==> src/rtl/uart_tx_arbiter.sv <==
// uart_tx_arbiter: round-robin arbiter that pushes whole messages from several requesters into a UART TX FIFO
module uart_tx_arbiter #(
    parameter int NUM_REQ = 3,
    parameter int LEN_W   = 4
) (
    input  logic                     clk,
    input  logic                     rst,
    input  logic [NUM_REQ-1:0]       req,
    input  logic [NUM_REQ*LEN_W-1:0] msg_len,
    input  logic [NUM_REQ*8-1:0]     msg_data,
    input  logic                     tx_full,
    output logic                     tx_push,
    output logic [7:0]               tx_push_data,
    output logic [NUM_REQ-1:0]       grant,
    output logic [LEN_W-1:0]         byte_idx,
    output logic [NUM_REQ-1:0]       done,
    output logic                     busy
);
    localparam int IW = NUM_REQ > 1 ? $clog2(NUM_REQ) : 1;

    typedef enum logic [1:0] {IDLE, SEND, DONE} state_t;

    state_t           state;
    logic [IW-1:0]    ptr, win, sel, idx;
    logic [LEN_W-1:0] len;
    logic             found;
    logic [7:0]       data_a [NUM_REQ];
    logic [LEN_W-1:0] len_a  [NUM_REQ];

    for (genvar g = 0; g < NUM_REQ; g++) begin : g_split
        assign data_a[g] = msg_data[g*8 +: 8];
        assign len_a[g]  = msg_len[g*LEN_W +: LEN_W];
    end

    assign tx_push      = (state == SEND) && !tx_full;
    assign tx_push_data = data_a[sel];
    assign busy         = state != IDLE;

    // round-robin search starting at the priority pointer; first set req wins
    always_comb begin
        win   = ptr;
        idx   = ptr;
        found = 1'b0;
        for (int i = 0; i < NUM_REQ; i++) begin
            idx = IW'((int'(ptr) + i) % NUM_REQ);
            if (!found && req[idx]) begin
                found = 1'b1;
                win   = idx;
            end
        end
    end

    // message FSM: latch winner and length, stream bytes under backpressure, pulse done
    always_ff @(posedge clk) begin
        if (!rst) begin
            state    <= IDLE;
            grant    <= '0;
            done     <= '0;
            byte_idx <= '0;
            len      <= '0;
            ptr      <= '0;
            sel      <= '0;
        end else begin
            done <= '0;
            case (state)
                IDLE: if (found) begin
                    state    <= SEND;
                    sel      <= win;
                    grant    <= NUM_REQ'(1) << win;
                    len      <= len_a[win];
                    byte_idx <= '0;
                end
                SEND: if (!tx_full) begin
                    if (byte_idx == len) begin
                        state <= DONE;
                        done  <= grant;
                        ptr   <= (int'(sel) == NUM_REQ - 1) ? '0 : sel + 1'b1;
                    end else begin
                        byte_idx <= byte_idx + 1'b1;
                    end
                end
                default: begin
                    state <= IDLE;
                    grant <= '0;
                end
            endcase
        end
    end
endmodule

==> config.mk <==
export PLATFORM = sky130hd
export DESIGN_NAME = uart_tx_arbiter
export DESIGN_NICKNAME = d
export VERILOG_FILES = /design/src/rtl/uart_tx_arbiter.sv
export SDC_FILE = /design/constraint.sdc
export NUM_CORES = 1
export LEC_CHECK = 0
export ABC_CLOCK_PERIOD_IN_PS = 2950
export BUFFER_PORTS_ARGS = -buffer_cell sky130_fd_sc_hd__buf_2
export CORE_MARGIN = 5
export CORE_UTILIZATION = 47
export DETAILED_ROUTE_END_ITERATION = 6
export PLACE_DENSITY = 0.76
export SLEW_MARGIN = 10
export SYNTH_ARGS = -nofsm -noshare
export SYNTH_HDL_FRONTEND = slang
export SYNTH_SLANG_ARGS = --single-unit
==> constraint.sdc <==
create_clock -name clk -period 2.95 [get_ports clk]
set_input_delay 0 -clock clk [delete_from_list [all_inputs] [get_ports clk]]
set_output_delay 0 -clock clk [all_outputs]
set_load 0.01 [all_outputs]
==> results by group <==
Synth
  – Synth cell types: 42
  – Main combinational cell family by area after synthesis: compound AO/OA/AOI/OAI gates
  – Post-synthesis adder-cell area fraction: 0.04310
  – Synth Cell Area: 0.001451 mm2
  – Sequential-to-total area share from yosys stat: 0.2759
  – EDFF count, synth: 0
  – Synth top cells by count: 20 x dfxtp_1, 19 x nand2_1, 16 x inv_1
  – Multiplexer share of the synthesized area: 0.08966
  – #FFs+latches synth: 20
  – Post-synthesis compound-gate area fraction: 0.2862
  – Warnings, synthesis: 0
  – Syn Area/Cell: 8.019 um2
  – Post-Syn Instances: 181
  – Post-synthesis simple-gate area fraction: 0.1922
  – Cell with the most instances after synthesis: dfxtp_1
  – Post-Synth XOR/XNOR Area: 0.03621
  – Commonest register cell after synthesis: dfxtp_1
  – Top area cells in the synthesized netlist: dfxtp_1 28%, mux2i_1 9.0%, nand2_1 4.9%, ha_1 4.3%, o21ai_0 4.1%
  – Syn_nets: 228
  – Synth area leader: dfxtp_1
  – Share of the synthesized area in the top cell type: 0.2759
  – Ys async rst share: 0

Min path
  – Hold Path Class: primary input to flip-flop
  – Hold Crit Depth: 3
  – Hold Startpoint: tx_full
  – Hold path endpoint: state[0]$_SDFFE_PN0P_

Clocking
  – Hold_buf cts: 1
  – Post-CTS setup buffers: 0
  – TritonCTS Buffers: 3
  – Clk buf depth: 2
  – Clock Latency Late Sink: 0.30 ns
  – Clock Tree Root: clkbuf_4
  – Resized Gates After CTS: 0
  – CTS tree: yes
  – Clk slew on worst S/H paths: ~0.12 ns
  – CTS Sinks: 20
  – H-tree levels: 1

GRT
  – GR Overflow Total: 0
  – Initial antenna violation count: 0
  – Number of global-route vias before repair: roughly 1400
  – First-pass GRT wire length: 6.016 mm
  – Largest net degree at the start of global routing: 13
  – Gr usage total: 0.1705

Routing
  – Drt via density: 5.384
  – M1 wire length: 1.676 mm
  – DRT Wirelength: 3.711 mm
  – Post-route DRC violation count: 0
  – DRT Pass-1 Iters: 4
  – Antenna viol nets, final: 0
  – Metal2 WL: 1.939 mm
  – Top Layer Used: met3
  – Iteration-0 DRC Markers: roughly 60
  – Met3 Wirelength: 95 um
  – Wire length per cell: approximately 14 um
  – Routed vias: approximately 1500

Critical path
  – Crit Path Category: flip-flop to flip-flop
  – Worst setup SP type: flip-flop
  – Crit path DAT: 2.79 ns
  – Reg2Reg Depth: 8
  – Top delay family on crit path: compound AO/OA/AOI/OAI gates
  – CP max stage cell: or3_1
  – R2R Path Start: ptr[1]$_SDFFE_PN0P_
  – WP buf/inv: 1
  – Most Frequent Cell on Critical Path: a21oi_1
  – Worst path max stage delay: 0.54 ns
  – Register-to-register setup slack: between 0.4 and 0.5 ns
  – Critical Path RT: 3.20 ns
  – Reg2reg end: len[1]$_SDFFE_PN0P_
  – Critical path peak fanout: 10
  – Crit path capture type: flip-flop
  – CP cell instances: inv_1 > ha_1 > a21oi_1 > a22o_1 > a21oi_1 > or3_1 > o31ai_1 > o21a_1

Final layout
  – Fillers: ~280
  – Fin area: 0.001809 mm2
  – Fraction of layout cells with a size suffix above 1: 0.3151
  – Non-filler cells in the finished layout: approximately 270
  – Core Util, Final: 0.6025
  – Layout Nets: 286
  – Synth-to-Final Area Change: 24.66%
  – Antenna diode count: 0

Placed design
  – Post-DP HPWL: about 3.0 mm
  – IO buf count: 61
  – Placed Instances: 266
  – Area post-placement: 0.001747 mm2
  – Routability Congestion: ~0.81

Pwr
  – Power Density: 654.4 mW/mm2
  – Power, Total: 1.184 mW
  – Lkg Pwr: 0.8123 nW
  – Max VDD drop: approximately 0.39 mV

STA
  – Final worst path period share: 0.8608
  – TNS Setup: 0 ns
  – Slew margin rel.: 0.6162
  – Clock period minus worst slack: about 2.5 ns
  – Final Skew: 0.007003 ns
  – RSZ-0062 raised after global routing: false
  – Hold Fails Final Rpt: 0
  – Slew Limit Fails: 0
  – Slew of the pin with the lowest slew margin: approximately 0.57 ns
  – Setup violations, final: 0
  – Max Freq: 393.8 MHz

Flow run
  – Max-cap violations: 0

Floorplan
  – Row count: 20
  – Chip width: 65.57 um
  – Initial core utilization: 0.4833
  – Chip Height: 65.57 um
  – IO Count: between 60 and 70
  – DIE AREA: ~0.0043 mm2
  – Core footprint: roughly 0.0030 mm2

Status
  – Outcome: complete, no violations
-- per-stage QoR --
stage	setup slack (ns)	hold slack, ns
3_3_place_gp	0.5041	0.2654
5_1_grt	0.1892	0.07815
6_report	0.4106	0.06066
4_1_cts	0.4396	0.05693
3_5_place_dp	0.4903	0.2700
2_1_floorplan	0.7316	0.04753
-- flip-flops by register name, indices dropped and copies added (netlist names) --
name / flops
byte_idx: 4
len: 4
done: 3
grant: 3
ptr: 2
sel: 2
state: 2
-- worst min-delay path, delay by kind of cell --
kind	cells	cell delay (ns)
compound gates	2	0.21
buf+inv	1	0.11
-- cell usage in the layout, fill, tap and decap left out, types with 4 or more instances in the layout --
| cell type | instances |
|---|---|
| o21ai_0 | 12 |
| nand2_1 | 19 |
| nor2_1 | 13 |
| o31ai_1 | 5 |
| ha_1 | 5 |
| o32a_1 | 4 |
| mux2i_1 | 13 |
| xnor2_1 | 6 |
| o21a_1 | 5 |
| o211ai_1 | 4 |
| a21oi_1 | 10 |
| inv_1 | 16 |
| nand2b_1 | 4 |
| dfxtp_1 | 20 |
| buf_2 | 61 |
-- cells by family after synthesis --
group                      count (synthesis)
AOI/OAI and AO/OA                         57
and+or+nand+nor                           55
buffers and inverters                     25
DFF                                       20
muxes                                     13
xor gates and xnor gates                   6
adders and majority gates                  5
-- where the power goes --
group          leakage, nW  switching [mW]  total (mW)  internal, mW
logic                0.621           0.319       0.578         0.260
clock network       0.0279          0.0850       0.222         0.137
registers            0.163          0.0664       0.384         0.317
-- layer usage --
metal / vias to the layer above / track usage
met3: 0 / 0.02051
li1: 758 / -
met5: - / 0
met1: 683 / 0.2210
met4: 0 / 0.03109
met2: 18 / 0.3034
-- layout make-up --
class / instances / area (um2) / area share
Clock buffer: 3 / 22.52 / 0.01245
Inverter: 16 / 60.06 / 0.03319
Tap cell: 33 / 41.29 / 0.02282
Sequential cell: 20 / 400.4 / 0.2213
Timing Repair Buffer: 62 / 315.3 / 0.1743
Clock inverter: 1 / 30.03 / 0.01660
Multi-Input combinational cell: 136 / 939.7 / 0.5194
-- how the worst max path moves through the flow --
| stage | endpoint | startpoint | slack [ns] | depth (start not counted) |
|---|---|---|---|---|
| finish | len[1]$_SDFFE_PN0P_ | ptr[1]$_SDFFE_PN0P_ | 0.41 | 8 |
| global route | len[1]$_SDFFE_PN0P_ | ptr[1]$_SDFFE_PN0P_ | 0.19 | 8 |
| detailed placement | len[1]$_SDFFE_PN0P_ | ptr[1]$_SDFFE_PN0P_ | 0.49 | 7 |
| floorplan | len[0]$_SDFFE_PN0P_ | ptr[1]$_SDFFE_PN0P_ | 0.73 | 11 |
| global placement | len[0]$_SDFFE_PN0P_ | ptr[1]$_SDFFE_PN0P_ | 0.50 | 8 |
| CTS | len[1]$_SDFFE_PN0P_ | ptr[1]$_SDFFE_PN0P_ | 0.44 | 8 |
Power figures use the tool's default switching activity.
